===== config.mk =====
export PLATFORM = sky130hd
export DESIGN_NAME = spad_frame_config_arbiter
export DESIGN_NICKNAME = d
export VERILOG_FILES = /design/src/rtl/spad_frame_config_arbiter.sv
export SDC_FILE = /design/constraint.sdc
export NUM_CORES = 1
export LEC_CHECK = 0
export BUFFER_PORTS_ARGS = -buffer_cell sky130_fd_sc_hd__buf_2
export CORE_MARGIN = 2
export CORE_UTILIZATION = 25
export DETAILED_ROUTE_END_ITERATION = 8
export MAX_ROUTING_LAYER = met4
export SETUP_SLACK_MARGIN = 0.5
export SYNTH_ARGS = -nofsm -noshare
export SYNTH_HDL_FRONTEND = slang
export SYNTH_SLANG_ARGS = --single-unit
export TNS_END_PERCENT = 100

===== constraint.sdc =====
create_clock -name clk -period 2.2 [get_ports clk]
set_clock_uncertainty 0.15 [all_clocks]
set_input_delay 0.33 -clock clk [delete_from_list [all_inputs] [get_ports clk]]
set_output_delay 0.33 -clock clk [all_outputs]
set_load 0.02 [all_outputs]

===== src/rtl/spad_frame_config_arbiter.sv =====
// Two-requester frame-duration arbiter in front of spad_manager: round-robin grant, optional clamp, boundary-gated confirm/timeout.
// Optional feature macro: SPAD_FRAME_CLAMP_EN (clamp accepted durations to [MIN_DUR, MAX_DUR]).

`ifndef MAXIMAL_STATE_DURATION_CLKS_BITS
`define MAXIMAL_STATE_DURATION_CLKS_BITS 16
`endif
`ifndef MINIMAL_FRAME_DURATION_CLKS
`define MINIMAL_FRAME_DURATION_CLKS 1000
`endif

module spad_frame_config_arbiter #(
  parameter int unsigned     DUR_W         = `MAXIMAL_STATE_DURATION_CLKS_BITS,
  parameter longint unsigned MIN_DUR       = `MINIMAL_FRAME_DURATION_CLKS,
  parameter longint unsigned MAX_DUR       = (64'd1 << DUR_W) - 64'd1,
  parameter longint unsigned DEFAULT_DUR   = `MINIMAL_FRAME_DURATION_CLKS,
  parameter int unsigned     TIMEOUT_EDGES = 4
) (
  input  logic             clk,
  input  logic             reset,
  input  logic             Req0Valid,
  input  logic [DUR_W-1:0] Req0Dur,
  output logic             Req0Ready,
  input  logic             Req1Valid,
  input  logic [DUR_W-1:0] Req1Dur,
  output logic             Req1Ready,
  input  logic             FrameDurationChangeEnable,
  input  logic [DUR_W-1:0] FrameDurationCurrentClks,
  output logic [DUR_W-1:0] FrameDurationRequestedClks,
  output logic             Busy,
  output logic             Applied,
  output logic             Timeout,
  output logic             Clamped,
  output logic             LastGrant
);

  localparam int unsigned      L_CW      = (TIMEOUT_EDGES < 2) ? 1 : $clog2(TIMEOUT_EDGES);
  localparam logic [L_CW-1:0]  L_LAST    = L_CW'(TIMEOUT_EDGES - 1);
  localparam logic [DUR_W-1:0] L_DEFAULT = DUR_W'(DEFAULT_DUR);

  typedef enum logic [1:0] {S_IDLE, S_ARM, S_CONFIRM} state_t;

  state_t           r_state, w_state_nxt;
  logic             r_prio, w_prio_nxt;
  logic [L_CW-1:0]  r_miss, w_miss_nxt;
  logic             r_en_q;
  logic [DUR_W-1:0] r_req, w_req_nxt;
  logic             r_applied, w_applied_nxt;
  logic             r_timeout, w_timeout_nxt;
  logic             r_clamped, w_clamped_nxt;
  logic             r_last_grant, w_grant_nxt;

  logic             w_rdy0, w_rdy1, w_xfer, w_en_rise, w_mod;
  logic [DUR_W-1:0] w_sel, w_dur_c;

  // Ready is gated by reset so requesters see no grant while reset is held.
  always_comb begin
    w_rdy0 = 1'b0;
    w_rdy1 = 1'b0;
    if (reset && (r_state == S_IDLE)) begin
      w_rdy0 = Req0Valid && (!Req1Valid || !r_prio);
      w_rdy1 = Req1Valid && (!Req0Valid ||  r_prio);
    end
  end

  assign w_xfer    = w_rdy0 | w_rdy1;
  assign w_sel     = w_rdy1 ? Req1Dur : Req0Dur;
  assign w_en_rise = FrameDurationChangeEnable && !r_en_q;

`ifdef SPAD_FRAME_CLAMP_EN
  localparam logic [DUR_W-1:0] L_MIN = DUR_W'(MIN_DUR);
  localparam logic [DUR_W-1:0] L_MAX = DUR_W'(MAX_DUR);

  always_comb begin
    w_dur_c = w_sel;
    w_mod   = 1'b0;
    if (w_sel < L_MIN) begin
      w_dur_c = L_MIN;
      w_mod   = 1'b1;
    end else if (w_sel > L_MAX) begin
      w_dur_c = L_MAX;
      w_mod   = 1'b1;
    end
  end
`else
  assign w_dur_c = w_sel;
  assign w_mod   = 1'b0;
`endif

  always_comb begin
    w_state_nxt   = r_state;
    w_prio_nxt    = r_prio;
    w_miss_nxt    = r_miss;
    w_req_nxt     = r_req;
    w_grant_nxt   = r_last_grant;
    w_applied_nxt = 1'b0;
    w_timeout_nxt = 1'b0;
    w_clamped_nxt = 1'b0;
    case (r_state)
      S_IDLE: begin
        if (w_xfer) begin
          w_req_nxt     = w_dur_c;
          w_grant_nxt   = w_rdy1;
          w_prio_nxt    = !r_prio;
          w_clamped_nxt = w_mod;
          if (w_dur_c == FrameDurationCurrentClks) w_applied_nxt = 1'b1;
          else                                     w_state_nxt   = S_ARM;
        end
      end
      S_ARM: begin
        if (w_en_rise) begin
          w_state_nxt = S_CONFIRM;
          w_miss_nxt  = '0;
        end
      end
      S_CONFIRM: begin
        // A match wins over a boundary edge arriving in the same cycle.
        if (FrameDurationCurrentClks == r_req) begin
          w_applied_nxt = 1'b1;
          w_state_nxt   = S_IDLE;
        end else if (w_en_rise) begin
          if (r_miss == L_LAST) begin
            w_timeout_nxt = 1'b1;
            w_state_nxt   = S_IDLE;
            w_miss_nxt    = '0;
          end else begin
            w_miss_nxt = r_miss + 1'b1;
          end
        end
      end
      default: w_state_nxt = S_IDLE;
    endcase
  end

  always_ff @(posedge clk or negedge reset) begin
    if (!reset) begin
      r_state      <= S_IDLE;
      r_prio       <= 1'b0;
      r_miss       <= '0;
      r_en_q       <= 1'b0;
      r_req        <= L_DEFAULT;
      r_applied    <= 1'b0;
      r_timeout    <= 1'b0;
      r_clamped    <= 1'b0;
      r_last_grant <= 1'b0;
    end else begin
      r_state      <= w_state_nxt;
      r_prio       <= w_prio_nxt;
      r_miss       <= w_miss_nxt;
      r_en_q       <= FrameDurationChangeEnable;
      r_req        <= w_req_nxt;
      r_applied    <= w_applied_nxt;
      r_timeout    <= w_timeout_nxt;
      r_clamped    <= w_clamped_nxt;
      r_last_grant <= w_grant_nxt;
    end
  end

  assign Req0Ready                  = w_rdy0;
  assign Req1Ready                  = w_rdy1;
  assign FrameDurationRequestedClks = r_req;
  assign Busy                       = (r_state != S_IDLE);
  assign Applied                    = r_applied;
  assign Timeout                    = r_timeout;
  assign Clamped                    = r_clamped;
  assign LastGrant                  = r_last_grant;

endmodule


==> impl_results.md <==
* Finished Layout Cells at 400
* R2R setup slack at 170 ps
* Worst path cell trace: nor3b_4, nand3_4, buf_4, a211o_1, nand2_1, nand4_1, o311a_1
* Number of enable flip-flop cells after synthesis at 0
* Slowest stage delay, CP at 430 ps
* PwrDens at 1020 nW/um2
* Post-synthesis mux area share at 0.0813
* Final Max Tran Viols at 0
* Via count at 1856
* Area growth syn-to-layout at 42.2%
* # DRC at 0
* GRT Resource Usage Total at 0.146
* Synth Area in Compound Gates at 0.173
* Worst setup path category: flip-flop to flip-flop
* CTS root buf: clkbuf_8
* Final period util at 0.923
* Worst Reg-to-Reg Cells at 7
* Final WL at 5850 um
* Xor-xnor portion of the synthesized cell area at 0.147
* Peak Freq at 493 MHz
* Yosys cell types at 46
* Area contributors post-synth: dfrtp_1 (26%), xnor2_1 (14%), dfstp_2 (8.5%)
* Setup TNS at 0 ps
* Horiz. Die Dim at 90.0 um
* Ys flop type: dfrtp_1
* Detail Route Antenna Nets at 0
* Hold path endpoint: r_en_q$_DFF_PN0_
* Later-pin clock latency in the skew report at 280 ps
* Critical path endpoint category: flip-flop
* Sequential fraction of the synthesis area at 0.343
* Worst r2r dst: r_state[0]$_DFFE_PN0P_
* Dpl cells at 385
* Core Region at 7210 um2
* CTS Buf Count at 3
* RSZ-0062 raised after global routing: yes
* Crit path max fanout at 4
* Synthesized flop and latch total at 25
* First-pass GRT wire length at 9330 um
* I/O pins at 76
* CTS tree: yes
* Clock Tree Buf Depth at 2
* Largest net degree at the start of global routing at 26
* Hold path depth at 1
* # H-tree levels at 1
* Hold Crit Start: FrameDurationChangeEnable
* Final hold vios at 0
* Layout cells sized above 1 at 0.429
* Mapped Area at 1850 um2
* Post-Synthesis Mean Instance Area at 8.75 um2
* Die Y at 90.0 um
* Drt first pass iters at 4
* Min Tclk post-route at 2030 ps
* Synth top cells by count: xnor2_1 (29), nand2_1 (27), dfrtp_1 (19), o21ai_0 (19), mux2i_1 (15)
* Initial antenna violation count at 0
* Max Cap Viol at 0
* Worst Path Required at 2220 ps
* Hold WC Path Type: input pin to flip-flop
* Nets at 356
* Share of the synthesized area in the top cell type at 0.257
* Clk sink count at 25
* Async SR Flop Fraction at 1.00
* FF-to-FF Start: r_state[0]$_DFFE_PN0P_
* Initial DRC Count at 104
* Routability cong. at 0.844
* Outcome: completed
* Post-synthesis net count at 265
* Area of the die at 8090 um2
* WL per Instance at 14.6 um
* Slowest stage cell on the critical path: dfrtp_2
* DP HPWL at 4620 um
* PortBufs at 74
* Vias in the first global route at 1880
* Total global routing overflow at 0
* Yosys warns at 0
* Post-synthesis adder-cell area fraction at 0.00678
* Syn Inst Count at 211
* Peak VDD IR at 0.000477 V
* Post-Synth Simple-Gate Area at 0.195
* Endpoints failing setup at 0
* Critical path launch point: r_state[0]$_DFFE_PN0P_
* CP Launch Type: flip-flop
* Initial Util at 0.256
* FP Rows at 31
* Top-count cell post-synth: xnor2_1
* Pleak at 0.00125 uW
* Post-layout util at 0.364
* Reg clk slew, reported paths at 100 ps
* Largest family of logic cells by synthesized area: simple AND/OR/NAND/NOR gates
* Via-to-Cell Ratio at 4.64
* Worst endpoint data arrival time at 2050 ps
* Synth area leader: dfrtp_1
* Ant diodes at 0
[timing repair]
action | in CTS | in global routing
hold buffers | 1 | 0
gates resized for setup | 17 | 21
buffers inserted | 8 | 2
hold endpoints to repair | 19 | 0
setup endpoints to repair | 23 | 22
pin swaps | 12 | 5
[worst max-delay path: cells and delay by family (launching register included)]
family | cells | cell delay (ps)
buf+inv | 1 | 160
simple gates | 4 | 610
flops | 1 | 430
compound gates | 2 | 570
[how the worst max path moves through the flow]
| stage | cells past startpoint | slack, ps | end |
|---|---|---|---|
| after floorplan | 8 | 200 | r_state[0]$_DFFE_PN0P_ |
| after global placement | 8 | 170 | r_state[0]$_DFFE_PN0P_ |
| after detailed placement | 8 | 130 | r_state[0]$_DFFE_PN0P_ |
| after CTS | 7 | 200 | r_state[0]$_DFFE_PN0P_ |
| after global routing | 7 | 60 | r_state[0]$_DFFE_PN0P_ |
| final | 7 | 170 | r_state[0]$_DFFE_PN0P_ |
[kinds of logic (layout without fill, tap and decap cells)]
family,Yosys count,count (layout)
simple gates,69,69
compound gates,47,47
xor+xnor,31,31
flops,25,25
buf+inv,22,112
mux,15,15
fa+ha+maj,1,1
other cells,1,1
[stage by stage]
step	instance area (um2)	power, uW	hold WS (ps)	setup WS (ps)
CTS	2550	2600	25.8	198
global route	2630	2830	28.2	64.0
global placement	2370	2140	244	170
floorplan	1850	1710	-116	203
finish	2630	2670	29.1	170
detailed placement	2370	2160	232	134
[cell usage in the layout, fill, tap and decap left out, drive strengths merged, types with 6 or more instances in the layout]
master / Yosys / routed
buf: 3 / 92
xnor2: 29 / 29
nand2: 27 / 27
dfrtp: 19 / 19
o21ai: 19 / 19
mux2i: 15 / 15
inv: 15 / 15
nor2: 11 / 11
nand4: 7 / 7
dfstp: 6 / 6
[routing by layer]
layer / wire [um] / global-route usage
met1: 2750 / 0.193
met2: 2780 / 0.238
met3: 263 / 0.0251
met4: 54 / 0.0295
met5: 0 / -
[report_power, final]
group          leakage [uW]  internal (uW)  switching (uW)
Clock             0.0000255            127             167
Sequential         0.000295            701             190
Combinational      0.000928            674             807
[sequential cells by signal, indices dropped and copies added (netlist names)]
register                    cells
FrameDurationRequestedClks     16
r_miss                          2
r_state                         2
Applied                         1
LastGrant                       1
Timeout                         1
r_en_q                          1
r_prio                          1
[cell type report]
cell class,count,area [um2]
Timing Repair Buffer,93,552
Fill cell,803,4590
Tap cell,99,124
Sequential cell,25,636
Clock buffer,3,41.3
Multi-Input combinational cell,164,1200
Inverter,15,63.8
Clock inverter,1,5.00
(Power assumes the default switching activity.)
